$ cat src/rtl/alpha_pkg.sv
// Shared types and helpers for the alpha blend pipeline.
// Holds the job FSM state enum and effective-alpha mapping.
package alpha_pkg;

    typedef enum logic [1:0] {
        IDLE,
        RUN,
        DONE
    } state_t;

    localparam int AW_DEF = 4;
    localparam int AMAX = 2**AW_DEF - 1;
    localparam int AONE = 2**AW_DEF;

    // Full-scale alpha maps to exactly one so that max alpha returns src.
    function automatic logic [15:0] a_eff_f(
        input logic [15:0] a,
        input int          aw
    );
        logic [15:0] amax;
        amax = 16'((1 << aw) - 1);
        return (a == amax) ? 16'(1 << aw) : a;
    endfunction

endpackage

$ cat src/rtl/alpha_blend_if.sv
// Pixel stream bundle: input beat and result handshakes.
// Master drives beats and accepts results; slave is the blender.
interface alpha_blend_if #(
    parameter int CHANNELS = 3,
    parameter int CW       = 8,
    parameter int AW       = 4
);
    logic                   in_valid;
    logic                   in_ready;
    logic [CHANNELS*CW-1:0] src;
    logic [CHANNELS*CW-1:0] dst;
    logic [AW-1:0]          alpha;
    logic                   out_valid;
    logic                   out_ready;
    logic [CHANNELS*CW-1:0] result;

    modport master (
        output in_valid, src, dst, alpha, out_ready,
        input  in_ready, out_valid, result
    );

    modport slave (
        input  in_valid, src, dst, alpha, out_ready,
        output in_ready, out_valid, result
    );
endinterface

$ cat src/rtl/alpha_channel_mac.sv
// One colour channel: S1 multiply, S2 round/shift.
// ALPHA_BLEND_PREMULT_EN selects premultiplied source with saturation.
module alpha_channel_mac
    import alpha_pkg::*;
#(
    parameter int CW = 8,
    parameter int AW = 4
) (
    input  logic          clk,
    input  logic          n_rst,
    input  logic          s1_en,
    input  logic          s2_en,
    input  logic [CW-1:0] src,
    input  logic [CW-1:0] dst,
    input  logic [AW:0]   a_eff,
    output logic [CW-1:0] result
);
    localparam int PW = CW + AW + 1;
    localparam logic [PW-1:0] ONE  = PW'(1) << AW;
    localparam logic [PW-1:0] HALF = PW'(1) << (AW - 1);

    logic [PW-1:0] inv;
    logic [PW-1:0] p_dst;
    logic [CW-1:0] nx;

    assign inv = ONE - PW'(a_eff);

`ifdef ALPHA_BLEND_PREMULT_EN
    logic [CW-1:0] p_src;
    logic [CW-1:0] dst_t;
    logic [CW:0]   sum;

    always_comb begin
        dst_t = CW'((p_dst + HALF) >> AW);
        sum   = {1'b0, p_src} + {1'b0, dst_t};
        nx    = sum[CW] ? '1 : sum[CW-1:0];
    end
`else
    logic [PW-1:0] p_src;

    assign nx = CW'((p_src + p_dst + HALF) >> AW);
`endif

    always_ff @(posedge clk or negedge n_rst) begin
        if (!n_rst) begin
            p_src  <= '0;
            p_dst  <= '0;
            result <= '0;
        end else begin
            if (s1_en) begin
`ifdef ALPHA_BLEND_PREMULT_EN
                p_src <= src;
`else
                p_src <= PW'(src) * PW'(a_eff);
`endif
                p_dst <= PW'(dst) * inv;
            end
            if (s2_en) begin
                result <= nx;
            end
        end
    end

endmodule

$ cat src/rtl/alpha_blend_pipe.sv
// Job-level alpha blender: FSM, beat counters, 2-stage valid pipe.
// ALPHA_BLEND_PREMULT_EN switches channels to premultiplied mode.
module alpha_blend_pipe
    import alpha_pkg::*;
#(
    parameter int CHANNELS = 3,
    parameter int CW       = 8,
    parameter int AW       = 4,
    parameter int CNTW     = 16
) (
    input  logic            clk,
    input  logic            n_rst,
    input  logic            start,
    input  logic [CNTW-1:0] num_pixels,
    alpha_blend_if.slave    bus,
    output logic            busy,
    output logic            done
);
    localparam int AEW = AW + 1;

    state_t state, state_nx;

    logic [CNTW-1:0] total;
    logic [CNTW-1:0] in_cnt;
    logic [CNTW-1:0] out_cnt;
    logic            s1_v, s2_v;
    logic            s2_ld, s1_ok;
    logic            in_fire, out_fire;
    logic            last_out, job_go;
    logic [AW:0]     a_eff;

    // S2 can take a beat when empty or draining this cycle.
    assign s2_ld    = !s2_v || bus.out_ready;
    assign s1_ok    = !s1_v || s2_ld;
    assign job_go   = (state == IDLE) && start;

    assign bus.in_ready = (state == RUN)
                       && (in_cnt != total)
                       && s1_ok;

    assign in_fire  = bus.in_valid && bus.in_ready;
    assign out_fire = s2_v && bus.out_ready;
    assign last_out = out_fire
                   && (out_cnt == total - CNTW'(1));

    assign bus.out_valid = s2_v;
    assign busy = (state != IDLE);
    assign done = (state == DONE);

    assign a_eff = AEW'(a_eff_f(16'(bus.alpha), AW));

    always_comb begin
        state_nx = state;
        unique case (state)
            IDLE: begin
                if (start) begin
                    state_nx = (num_pixels != '0) ? RUN : DONE;
                end
            end
            RUN: begin
                if (last_out) begin
                    state_nx = DONE;
                end
            end
            DONE:    state_nx = IDLE;
            default: state_nx = IDLE;
        endcase
    end

    always_ff @(posedge clk or negedge n_rst) begin
        if (!n_rst) begin
            state   <= IDLE;
            total   <= '0;
            in_cnt  <= '0;
            out_cnt <= '0;
            s1_v    <= 1'b0;
            s2_v    <= 1'b0;
        end else begin
            state <= state_nx;
            if (job_go) begin
                total   <= num_pixels;
                in_cnt  <= '0;
                out_cnt <= '0;
            end else begin
                if (in_fire) begin
                    in_cnt <= in_cnt + CNTW'(1);
                end
                if (out_fire) begin
                    out_cnt <= out_cnt + CNTW'(1);
                end
            end
            s1_v <= in_fire || (s1_v && !s2_ld);
            if (s2_ld) begin
                s2_v <= s1_v;
            end
        end
    end

    for (genvar c = 0; c < CHANNELS; c++) begin : g_ch
        alpha_channel_mac #(
            .CW (CW),
            .AW (AW)
        ) u_mac (
            .clk    (clk),
            .n_rst  (n_rst),
            .s1_en  (in_fire),
            .s2_en  (s2_ld && s1_v),
            .src    (bus.src[c*CW +: CW]),
            .dst    (bus.dst[c*CW +: CW]),
            .a_eff  (a_eff),
            .result (bus.result[c*CW +: CW])
        );
    end

endmodule

$ cat src/flat_wrapper.sv
// flat-port wrapper written by rule: the top's interface ports become plain ports
module alpha_blend_pipe_flat import alpha_pkg::*;
#(
    parameter int CHANNELS = 3,
    parameter int CW       = 8,
    parameter int AW       = 4,
    parameter int CNTW     = 16
)
  (clk, n_rst, start, num_pixels, busy, done, bus_in_valid, bus_src, bus_dst, bus_alpha, bus_out_ready, bus_in_ready, bus_out_valid, bus_result);
  alpha_blend_if #(.CHANNELS(CHANNELS), .CW(CW), .AW(AW)) bus_i ();
  input  logic clk;
  input  logic n_rst;
  input  logic start;
  input  logic [CNTW-1:0] num_pixels;
  output logic busy;
  output logic done;
  input wire logic [$bits(bus_i.in_valid)-1:0] bus_in_valid;
  input wire logic [$bits(bus_i.src)-1:0] bus_src;
  input wire logic [$bits(bus_i.dst)-1:0] bus_dst;
  input wire logic [$bits(bus_i.alpha)-1:0] bus_alpha;
  input wire logic [$bits(bus_i.out_ready)-1:0] bus_out_ready;
  output wire logic [$bits(bus_i.in_ready)-1:0] bus_in_ready;
  output wire logic [$bits(bus_i.out_valid)-1:0] bus_out_valid;
  output wire logic [$bits(bus_i.result)-1:0] bus_result;
  assign bus_i.in_valid = bus_in_valid;
  assign bus_i.src = bus_src;
  assign bus_i.dst = bus_dst;
  assign bus_i.alpha = bus_alpha;
  assign bus_i.out_ready = bus_out_ready;
  assign bus_in_ready = bus_i.in_ready;
  assign bus_out_valid = bus_i.out_valid;
  assign bus_result = bus_i.result;
  alpha_blend_pipe #(.CHANNELS(CHANNELS), .CW(CW), .AW(AW), .CNTW(CNTW)) u_core (.clk(clk), .n_rst(n_rst), .start(start), .num_pixels(num_pixels), .bus(bus_i), .busy(busy), .done(done));
endmodule
$ cat config.mk
export PLATFORM = sky130hd
export DESIGN_NAME = alpha_blend_pipe_flat
export DESIGN_NICKNAME = d
export VERILOG_FILES = /design/src/rtl/alpha_pkg.sv /design/src/rtl/alpha_blend_if.sv /design/src/rtl/alpha_channel_mac.sv /design/src/rtl/alpha_blend_pipe.sv /design/src/flat_wrapper.sv
export SDC_FILE = /design/constraint.sdc
export NUM_CORES = 1
export LEC_CHECK = 0
export BUFFER_PORTS_ARGS = -buffer_cell sky130_fd_sc_hd__buf_2
export CAP_MARGIN = 40
export CORE_MARGIN = 1.5
export CORE_UTILIZATION = 40
export CTS_BUF_LIST = sky130_fd_sc_hd__clkbuf_16
export CTS_CLUSTER_DIAMETER = 50
export DETAILED_ROUTE_END_ITERATION = 16
export HOLD_SLACK_MARGIN = 0.03
export PLACE_DENSITY = 0.6
export SYNTH_ARGS = -nofsm -noshare
export SYNTH_HDL_FRONTEND = slang
export SYNTH_SLANG_ARGS = --single-unit
$ cat constraint.sdc
create_clock -name clk -period 6.6 [get_ports clk]
set_input_delay 1.32 -clock clk [delete_from_list [all_inputs] [get_ports clk]]
set_output_delay 1.32 -clock clk [all_outputs]
set_load 0.01 [all_outputs]
======== Yosys cells after proc, flatten, opt, wreduce, memory -nomap -nowiden ========
Index checks and enable logic that the tools add are counted.
storage, ports and cells
  logic and storage cells ................. 67
  input bits .............................. 73
  flip-flop bits (word level) ............. 148
cells by class
  equality and inequality tests ........... 7
  $add $sub $neg .......................... 10
  multiplexer cells ....................... 9
  reduce and logical (&&, ||, !) cells .... 20
  multiply operators ...................... 6
operator list
  operator                 number
  $mux W16                 4
  $mul A8 B13 Y12          3
  $add A12 B12 Y12         3
  $add A12 B4 Y12 const B  3
  $mul A8 B5 Y12           3
  $add A16 B1 Y16 const B  2
  $eq A16 B16 Y1           1
  $ne A16 B16 Y1           1
  $reduce_bool A16 Y1      1
  $sub A16 B1 Y16 const B  1
  $logic_and A1 B1 Y1      8
  $mux W2                  3
  $reduce_bool A2 Y1       3
  $sub A5 B5 Y6 const A    1
  $mux W5                  1
  $eq A4 B4 Y1 const B     1
  $pmux W2 S2              1
  $logic_not A1 Y1         3
  $logic_or A1 B1 Y1       3
  $eq A2 B1 Y1 const B     1
  $eq A2 B2 Y1 const B     1
  $logic_not A2 Y1         1
  $ne A2 B1 Y1 const B     1
  $ne A2 B2 Y1 const B     1
  $reduce_and A2 Y1        1

======== Depth between registers and ports, before layout ========
Gate-level depths: netlist of the first run.
  depth after elaboration ................. 7
  mapped depth ............................ 26
  depth with buffers taken out ............ 22

======== Hierarchy ========
From an unflattened synthesis of the first run, not the netlist that was laid out.
unflattened totals
  cells, all modules ...................... 1668
  area total of the unflattened synthesis .. 15902.8 um^2
by module, submodules not included
  module                                     cells an instance  times used  area an instance (um^2)
  alpha_channel_mac at u_core.g_ch[0].u_mac  438                1           4252.8
  alpha_channel_mac at u_core.g_ch[1].u_mac  436                1           4236.6
  alpha_channel_mac at u_core.g_ch[2].u_mac  437                1           4235.3
  alpha_blend_pipe                           357                1           3178.0

======== Worst setup path before layout of the first run ========
Ideal clock, no wire load.
  path kind ............................... input to register
  start point ............................. in bus_alpha[2]
  end point ............................... reg u_core.g_ch[0].u_mac.p_dst[11]
  arrival time ............................ 6.801 ns
  buffers on the path ..................... 4
  stages .................................. 22
  setup time .............................. 0.125 ns
  slack ................................... -0.326 ns
  cells stage by stage .................... clkbuf_1 nand4_1 and2_1 clkbuf_1 clkbuf_1 inv_1 ha_1 xnor2_1 clkbuf_1 nand2_1 fa_1 fa_1 fa_1 fa_1 inv_1 ha_1 a21oi_1 o21bai_1 a2111oi_0 nor3_1 xnor2_1 mux2_2
on the way
  cells in the longest elaborated chain, start to end .. 4
RTL lines
  element               line                     text
  from (decl)           flat_wrapper.sv:20       input wire logic [$bits(bus_i.alpha)-1:0] bus_alpha;
  $eq A4 B4 Y1          alpha_pkg.sv:22          return (a == amax) ? 16'(1 << aw) : a;
  $mux W5 (*)           alpha_pkg.sv:22
  $sub A5 B5 Y6 (*)     alpha_channel_mac.sv:26  assign inv = ONE - PW'(a_eff);
  $mul A8 B13 Y12 (*)   alpha_channel_mac.sv:56  p_dst <= PW'(dst) * inv;
  to (signal assigned)  alpha_channel_mac.sv:56
  to (decl)             alpha_channel_mac.sv:23  logic [PW-1:0] p_dst;
Mark *: on every way between the ends. The rest lies on a longest branch, timed or not.
A chain may end at the register's enable or synchronous reset.

======== Final worst setup path of the first run ========
  start point ............................. in bus_alpha[0]
  end point ............................... reg u_core.g_ch[1].u_mac.p_dst[11]
on the way
  cells in the longest elaborated chain, start to end .. 4
RTL lines
  element               line
  $eq A4 B4 Y1          alpha_pkg.sv:22
  $mux W5 (*)           alpha_pkg.sv:22
  $sub A5 B5 Y6 (*)     alpha_channel_mac.sv:26
  $mul A8 B13 Y12 (*)   alpha_channel_mac.sv:56
  to (signal assigned)  alpha_channel_mac.sv:56
  to (decl)             alpha_channel_mac.sv:23
Marks and branches as above.

==> impl_results.md, run 1 <==
- First-pass GRT wire length: 60600 µm
- Crit share post-route: 0.893
- Die Y: about 200 µm
- Top cell type's share of synthesized area: 0.230
- Critical Path Sink: u_core.g_ch[1].u_mac.p_dst[11]
- Max cap viols: 0
- Mapped Cells: 1764
- Fin nets: ~2300
- Most used routing layer: met2
- Setup CP Type: in2reg
- Clock-pin slew on the worst setup and hold paths: approximately 70 ps
- Die X: 204 µm
- Post-detailed-route count of antenna-violating nets: 0
- Post-Syn Area per Cell: roughly 9 µm²
- CP max FO: 16
- FF-to-FF Start: u_core.total[6]
- Routed WL: roughly 35000 µm
- Simple-Gate Fraction of Synth Area: 0.167
- Yosys reg bits: around 150
- Reg2Reg Depth: 6
- # port buffers: 100
- Clock Skew: 7.85 ps
- Internal: about 3.6 mW
- Fin. max-slew vios: 0
- Crit start category: input pin
- CTS tree: yes
- Dominant cells by area after synthesis: dfrtp_1 (23%), fa_1 (18%), ha_1 (15%), xnor2_1 (6.1%), inv_1 (5.8%)
- Setup TNS: 0 ps
- Worst hold path type: reg2reg
- Critical Path End Type: flop
- Async SR Flop Fraction: 1.00
- Core area: between 30000 and 40000 µm²
- Hold Fails Final Rpt: 0
- Arrival time worst endpoint: 6230 ps
- Net Sw Power: ~2.8 mW
- Total grt overflow: 0
- H-tree depth: 4
- Yosys warns: 0
- Number of fill cells in the layout: just under 4000
- Largest family of logic cells by synthesized area: adder cells
- Yosys top cell by area: dfrtp_1
- Reg2reg setup slack: about 3400 ps
- Clk_lat worst skew: approximately 440 ps
- Detailed Routing Iterations Pass 1: 5
- Post-synth top flop: dfrtp_1
- RSZ-0062 raised after global routing: no
- # DRC: 0
- P per Cell Area: between 300 and 400 nW/µm²
- Fraction of layout cells with a size suffix above 1: 0.107
- Count of cell types in the netlist: 50
- Worst Hold Depth: 2
- GR Util met2: 0.306
- Via count: about 12000
- Post-synth EDFFs: 0
- CTS buffer count: 17
- Post-CTS Hold Fix Bufs: 0
- Largest net degree at the start of global routing: 89
- Site row count: 73
- Mux contribution to synthesized area: 0.0297
- CTS Buffer Depth: 2
- Post-layout minimum cycle time: just under 6000 ps
- XOR/XNOR Fraction of Synth Area: 0.0947
- Mapped Area: 16100 µm²
- Post-Synth Adder-Cell Area: 0.332
- Tightest Pin Transition: about 840 ps
- Data required time of the worst path: a little under 7000 ps
- Vias per cell: between 4 and 5
- GRT Total Usage: 0.182
- Routing usage on met3: 0.0299
- Wire length per cell: ~15 µm
- VDD IR max: ~220 µV
- Root Buffer: clkbuf_16
- Switching share of power: 0.439
- Die area: 41400 µm²
- Area Growth Syn to Fin: 11.9%
- Critical R2R Capture: u_core.g_ch[2].u_mac.p_dst[3]
- Routability cong.: around 0.85
- Vias in the first global route: ~12000
- Max_slew headroom: 0.438
- Status: finished, final reports clean
- Crit path launch: bus_alpha[0]
- Seq pwr share: 0.250
- Clock power frac: 0.153
- Post-CTS setup buffers: 0
- Post_cts resized: 0
- Initial Util: 0.405
- Met1 Resource Use GR: 0.241
- Clock tree sinks: approximately 150
- Sequential share of the synthesized area: 0.230
- Comb power frac: 0.597
- Commonest cells after routing, fill and taps aside: inv_1 (249), nand2_1 (213), ha_1 (192)
- Leak: a little over 9 nW
- Commonest non-fill, non-tap cell in the layout: inv_1
- Final design utilization: 0.453
- Initial antenna violation count: 7
- Max Clk Rate: 170 MHz
- Post-synthesis compound-gate area fraction: 0.0700
- Ports: slightly above 100
- DRT iter0 DRCs: 408
- Final setup fails: 0
- Hpwl dp: 28100 µm
## power groups by stage
stage                     Combinational (mW)  Clock (mW)  Sequential (mW)
after CTS                               3.89        1.01             1.60
final                                   3.83       0.983             1.61
after detailed placement                3.85           0             1.62
after global placement                  3.76           0             1.61
after global routing                    4.43        1.04             1.66
after floorplan                         3.03           0             1.49
## cells by family after synthesis
logic type | Yosys count
simple gates | 540
fa+ha+maj | 339
buf+inv | 324
compound gates | 194
xor+xnor | 174
flops | 148
mux | 43
other cells | 2
## metal layers
layer  wire length [µm]  part of all wire
met1              16800              0.48
met2              16600              0.47
met3               1100             0.031
met4                566             0.016
met5                 41            0.0012
## sequential cells by signal (all words and copies together) (netlist names)
register / flops
u_core.g_ch.u_mac.p_src: 36
u_core.state: 2
u_core.out_cnt: 16
u_core.g_ch.u_mac.p_dst: 36
u_core.in_cnt: 16
u_core.total: 16
u_core.bus.out_valid: 1
u_core.g_ch.u_mac.result: 24
u_core.s1_v: 1
## metrics by stage
stage / power [mW] / instance area, µm² / setup WS (ps) / hold slack (ps) / instances
2_1_floorplan: 4.52 / 16300 / 15.0 / 449 / 1815
3_3_place_gp: 5.37 / 17400 / 438 / 461 / 2386
3_5_place_dp: 5.47 / 17400 / 247 / 465 / 2388
4_1_cts: 6.50 / 18000 / 733 / 480 / 2420
5_1_grt: 7.13 / 18000 / 349 / 509 / 2423
6_report: 6.42 / 18000 / 705 / 473 / 2424
## Yosys cell counts, types with 4 or more instances
library cell and count:
a21o_1 12, a21oi_1 48, a41oi_1 6, and2_1 76, and3_1 83, buf_1 6
clkbuf_1 66, dfrtp_1 148, fa_1 147, ha_1 192, inv_1 249, mux2_2 38
mux2i_1 5, nand2_1 213, nand2b_1 5, nand3_1 17, nand4_1 13, nor2_1 66
nor2b_1 7, nor3_1 26, nor3b_1 5, nor4_1 11, o21a_1 4, o21ai_0 93
o21bai_1 7, o41ai_1 8, or3_1 4, xnor2_1 113, xor2_1 61
## how the worst min path moves through the flow
stage | start | to | slack [ps]
2_1_floorplan | u_core.g_ch[0].u_mac.p_src[0] | u_core.g_ch[0].u_mac.p_src[0] | 450
3_3_place_gp | u_core.g_ch[0].u_mac.result[4] | u_core.g_ch[0].u_mac.result[4] | 460
3_5_place_dp | u_core.g_ch[2].u_mac.result[7] | u_core.g_ch[2].u_mac.result[7] | 470
4_1_cts | u_core.g_ch[2].u_mac.result[7] | u_core.g_ch[2].u_mac.result[7] | 480
5_1_grt | u_core.g_ch[0].u_mac.p_src[0] | u_core.g_ch[0].u_mac.p_src[0] | 510
6_report | u_core.g_ch[2].u_mac.result[7] | u_core.g_ch[2].u_mac.result[7] | 470
## area by class of cell
cell class,count,area (µm²),share of cell area
antenna,4,10.0,0.000556
clock buffer,17,425,0.0236
clock inverter,15,155,0.00862
inverter,249,935,0.0519
multi-input combinational,1343,11400,0.633
sequential,148,3700,0.206
tap,525,657,0.0365
timing repair buffer,123,719,0.0400
## critical path, stage by stage
cell,delay [ps]
buf_2,100
nand4_1,190
and2_1,230
inv_1,50
ha_1,240
xnor2_2,140
buf_4,230
nand2_1,100
fa_1,510
fa_1,510
inv_1,50
fa_1,470
inv_1,50
fa_1,470
inv_1,40
ha_1,300
inv_1,100
o21bai_1,100
a2111oi_0,490
nor3_1,130
xnor2_1,140
mux2_2,260
No activity file was read; power rests on OpenSTA's default activity.
==> run 2: changes to the inputs <==
--- a/config.mk
+++ b/config.mk
@@ -7,7 +7,6 @@
 export LEC_CHECK = 0
 export BUFFER_PORTS_ARGS = -buffer_cell sky130_fd_sc_hd__buf_2
 export CAP_MARGIN = 40
-export CORE_MARGIN = 1.5
 export CORE_UTILIZATION = 40
 export CTS_BUF_LIST = sky130_fd_sc_hd__clkbuf_16
 export CTS_CLUSTER_DIAMETER = 50
==> run 2 against run 1 <==
Final cell count shrank 0.17%. Clock skew grew 1.9 ps. Largest cell class unchanged. Fmax shrank 5.0%.
==> impl_results.md, run 2 (synthesis gave the netlist of run 1 again) <==
- RSZ-0062 raised after global routing: no
- Clock-pin slew on the worst setup and hold paths: approximately 60 ps
- Die X: just over 200 µm
- Worst hold path type: reg2reg
- Crit start category: input pin
- Top flop regs: u_core.g_ch.u_mac.p_dst x36, u_core.g_ch.u_mac.p_src x36, u_core.g_ch.u_mac.result x24
- Max_slew headroom: 0.461
- Comb power frac: 0.593
- CTS tree: yes
- DRT iter0 DRCs: 498
- Vias in the first global route: 12200
- Worst Hold Depth: 2
- Tightest Pin Transition: 809 ps
- Final design utilization: 0.454
- Wire length per cell: ~14 µm
- FF+latch area: between 3000 and 4000 µm²
- Die Y: around 200 µm
- Total grt overflow: 0
- Final setup fails: 0
- Max cap viols: 0
- Area of the multi-input gates: 11400 µm²
- # port buffers: 100
- Vias per cell: about 5
- VDD IR max: roughly 180 µV
- First-pass GRT wire length: ~60000 µm
- Max Clk Rate: between 150 and 200 MHz
- P per Cell Area: between 300 and 400 nW/µm²
- Ports: just over 100
- Crit share post-route: 0.940
- Post-detailed-route count of antenna-violating nets: 0
- Initial antenna violation count: 4
- Post-CTS Hold Fix Bufs: 0
- Routability cong.: roughly 0.83
- Number of fill cells in the layout: about 4000
- GRT Total Usage: 0.183
- Root Buffer: clkbuf_16
- Initial Util: 0.405
- Post_cts resized: 0
- Dpl ws: -58.8 ps
- Leak: slightly above 9 nW
- Setup TNS: 0 ps
- Post-CTS setup buffers: 0
- Hpwl dp: 28300 µm
- H-tree depth: 4
- Hold Fails Final Rpt: 0
- Setup WS post-layout: roughly 400 ps
- Routed WL: approximately 35000 µm
- CTS Buffer Depth: 2
- Internal: between 3 and 4 mW
- Net Sw Power: between 2 and 3 mW
- Via count: about 12000
- Fin nets: between 2000 and 2500
- Area Growth Syn to Fin: 12.0%
- WHS: approximately 470 ps
- Status: finished, final reports clean
- Site row count: 73
- CTS buffer count: 17
- Post-layout minimum cycle time: between 6000 and 7000 ps
- Fin. max-slew vios: 0
- # DRC: 0
- Seq pwr share: 0.250
- Commonest non-fill, non-tap cell in the layout: inv_1
- Largest net degree at the start of global routing: 82
- Clock power frac: 0.158
- Clk_lat worst skew: 430 ps
- CP max FO: 17
- Die area: between 40000 and 50000 µm²
- Arrival time worst endpoint: approximately 6500 ps
- Clock Skew: 9.75 ps
- Critical Path End Type: flop
- Switching share of power: 0.438
- Setup CP Type: in2reg
- Reg2Reg Depth: 9
- Data required time of the worst path: between 6000 and 7000 ps
- Core area: 39700 µm²
- Clock tree sinks: 148
- Detailed Routing Iterations Pass 1: 5
- Fraction of layout cells with a size suffix above 1: 0.106
- Commonest cells after routing, fill and taps aside: inv_1 (250), nand2_1 (213), ha_1 (192)
[run 2: layout make-up]
type / count / area share
diodes: 1 / 0.000139
flip-flops and latches: 148 / 0.205
clock buffers: 17 / 0.0236
inverters: 249 / 0.0518
clock inverters: 15 / 0.00993
repair buffers: 122 / 0.0402
well taps: 525 / 0.0364
multi-input cells: 1343 / 0.632
[run 2: worst max-delay path, cell delays in order]
cell and delay, ps:
buf_2 120, nand4_1 130, and2_1 160, inv_1 50, ha_1 230, xnor2_2 650, nand2_1 180, fa_1 470
fa_1 510, fa_1 500, fa_1 490, inv_1 40, ha_1 310, a21oi_1 220, o21bai_1 110, a2111oi_0 480
nor3_1 140, xnor2_1 140, mux2_2 260
[run 2: path summary, 6_finish.rpt]
check,to,slack [ps],start
min in group asynchronous,u_core.g_ch[2].u_mac.result[3],730,n_rst
min,u_core.g_ch[1].u_mac.result[4],470,u_core.g_ch[1].u_mac.result[4]
max reg2reg,u_core.state[0],3680,u_core.total[0]
min reg2reg,u_core.g_ch[1].u_mac.result[4],470,u_core.g_ch[1].u_mac.result[4]
max in group asynchronous,u_core.in_cnt[14],4490,n_rst
max,u_core.g_ch[1].u_mac.p_dst[11],400,bus_alpha[0]
[run 2: routing by layer]
layer | part of all wire | GRT usage | vias to the layer above | wire, µm
met3 | 0.036 | 0.0262 | 38 | 1260
met2 | 0.47 | 0.305 | 198 | 16600
met4 | 0.014 | 0.0475 | 6 | 498
met1 | 0.48 | 0.247 | 5768 | 16700
met5 | 0.0013 | 0 | - | 46
li1 | - | - | 5894 | -
[run 2: power groups by stage]
stage	Sequential, mW	Combinational (mW)	Clock (mW)
6_report	1.61	3.82	1.02
4_1_cts	1.61	3.89	1.05
3_3_place_gp	1.61	3.76	0
5_1_grt	1.66	4.45	1.09
2_1_floorplan	1.49	3.03	0
3_5_place_dp	1.63	3.86	0
[run 2: metrics by stage]
step	instance area, µm²	instances	power, mW
detailed placement	17400	2387	5.48
finish	18000	2420	6.45
global placement	17400	2385	5.37
CTS	18000	2419	6.55
floorplan	16300	1815	4.52
global route	18000	2420	7.20
==> run 3: changes to the inputs <==
--- a/config.mk
+++ b/config.mk
@@ -13,6 +13,7 @@
 export DETAILED_ROUTE_END_ITERATION = 16
 export HOLD_SLACK_MARGIN = 0.03
 export PLACE_DENSITY = 0.6
+export SETUP_SLACK_MARGIN = 0.5
 export SYNTH_ARGS = -nofsm -noshare
 export SYNTH_HDL_FRONTEND = slang
 export SYNTH_SLANG_ARGS = --single-unit
==> run 3 against run 2 <==
First-iteration DRC count down 2.6%. Critical path type unchanged. Fmax increased by 7.8%. Sequential cell count is the same. Via count is 0.28% lower. Die area stayed put. Routed wire length is 0.28% higher. Count of clock-buffer cells in the layout stayed put. Highest routed layer is now met4. Utilization is 0.40 points higher.
==> impl_results.md, run 3 (synthesis gave the netlist of run 1 again) <==
- Area Growth Syn to Fin: 13.0%
- Routed WL: ~35000 µm
- Setup WS post-layout: around 840 ps
- Setup CP Type: in2reg
- Wire length per cell: ~15 µm
- Clock tree sinks: approximately 150
- Post-layout minimum cycle time: 5760 ps
- Worst hold path type: reg2reg
- Crit start category: input pin
- Fin nets: ~2300
- Reg2reg setup slack: ~3400 ps
- # port buffers: 100
- CP max FO: 15
- CTS tree: yes
- Clk_lat worst skew: 450 ps
- CP max stage cell: xnor2_2
- WHS: 480 ps
- Final setup fails: 0
- Critical Path End Type: flop
- Ports: slightly above 100
- Commonest cells after routing, fill and taps aside: inv_1 (246), nand2_1 (211), ha_1 (185)
- Initial antenna violation count: 1
- Max_slew headroom: 0.441
- P per Cell Area: roughly 370 nW/µm²
- H-tree depth: 4
- Data required time of the worst path: roughly 6900 ps
- Hpwl dp: between 20000 and 30000 µm
- Delay of the slowest critical-path stage: 560 ps
- Via count: 11900
- Die X: between 200 and 250 µm
- First-pass GRT wire length: ~59000 µm
- Die area: between 40000 and 50000 µm²
- Commonest non-fill, non-tap cell in the layout: inv_1
- Fraction of layout cells with a size suffix above 1: 0.115
- Post-CTS Hold Fix Bufs: 0
- Crit-path leading delay family: adder cells
- DRT iter0 DRCs: roughly 490
- Crit path buffers/inverters: 5
- CTS buffer count: 17
- Crit share post-route: 0.872
- Critical path's most frequent cell: fa_1
- Arrival time worst endpoint: 6090 ps
- Die Y: 203 µm
- Clock Skew: about 11 ps
- Post_cts resized: 0
- Max cap viols: 0
- Hold Fails Final Rpt: 0
- Largest net degree at the start of global routing: 85
- Top flop regs: u_core.g_ch.u_mac.p_dst x36, u_core.g_ch.u_mac.p_src x36, u_core.g_ch.u_mac.result x24
- Status: finished, final reports clean
- Post-detailed-route count of antenna-violating nets: 0
- Leak: 9.13 nW
- Vias in the first global route: 11900
- VDD IR max: around 250 µV
- Post-CTS setup buffers: 0
- CTS Buffer Depth: 2
- Vias per cell: around 4.9
- Core area: between 30000 and 40000 µm²
- GRT Total Usage: 0.179
- Worst path cell trace: buf_2 -> buf_4 -> and2_1 -> inv_4 -> ha_4 -> xnor2_2 -> and2_1 -> fa_1 -> fa_1 -> fa_1 -> inv_1 -> fa_1 -> inv_1 -> ha_1 -> a2111oi_0 -> nor3_1 -> xnor2_1 -> mux2_2
- Clock-pin slew on the worst setup and hold paths: roughly 60 ps
- Routability cong.: 0.841
- Dpl ws: 241 ps
- Max Clk Rate: 174 MHz
- Fin. max-slew vios: 0
- Initial Util: 0.405
- Total grt overflow: 0
- RSZ-0062 raised after global routing: no
- Site row count: 73
- Setup TNS: 0 ps
- # DRC: 0
- Root Buffer: clkbuf_16
- Tightest Pin Transition: around 840 ps
- Detailed Routing Iterations Pass 1: 5
==> run 3: changes by cell type in the layout (fill, tap and decap cells not counted), moves of 3 or more <==
| cell | previous run | this run |
|---|---|---|
| inv_1 | 250 | 246 |
| inv_2 | 0 | 3 |
| ha_4 | 0 | 7 |
| ha_1 | 192 | 185 |
| a21oi_1 | 47 | 43 |
| a21oi_2 | 1 | 5 |
==> run 3: worst paths after layout <==
path                       cells after the start                           start                              to
min in group asynchronous                      1                           n_rst               u_core.out_cnt[0]
max reg2reg                                    6                 u_core.total[9]   u_core.g_ch[1].u_mac.p_dst[4]
max in group asynchronous                      2                           n_rst                u_core.in_cnt[9]
min                                            2  u_core.g_ch[0].u_mac.result[0]  u_core.g_ch[0].u_mac.result[0]
min reg2reg                                    2  u_core.g_ch[0].u_mac.result[0]  u_core.g_ch[0].u_mac.result[0]
max                                           18                    bus_alpha[0]  u_core.g_ch[0].u_mac.p_dst[11]
==> run 3: metal layers <==
metal  wire, µm  vias to the layer above  global-route usage
li1           -                     5875                   -
met1      17600                     5819               0.252
met2      16300                      157               0.293
met3        944                       20              0.0189
met4        414                        0              0.0454
met5          0                        -                   0
==> run 3: cell type report <==
class	count	area, µm²
Antenna cell	1	2.50
Clock buffer	17	425
Tap cell	525	657
Clock inverter	15	229
Multi-Input combinational cell	1344	11500
Fill cell	3898	21500
Inverter	249	937
Sequential cell	148	3700
Timing Repair Buffer	119	682
==> run 3: per-stage QoR <==
stage               power [mW]  instance area (µm²)  cells  utilization
global route              7.34                18200   2418        0.458
floorplan                 4.61                16500   1815            -
finish                    6.64                18200   2418        0.458
global placement          5.45                17500   2382        0.440
detailed placement        5.57                17500   2384        0.441
CTS                       6.72                18200   2416        0.457
==> run 3: power by group <==
group | switching [mW] | internal, mW | leakage [nW]
logic | 2.11 | 1.83 | 6.96
clock network | 0.422 | 0.676 | 0.318
registers | 0.343 | 1.26 | 1.85
==> run 3: worst register-to-register path: stages (launching register included) <==
cell	delay [ps]
dfrtp_1	570
xnor2_1	170
nand4_1	110
nor4_1	450
nand4bb_4	620
buf_4	740
mux2_2	450
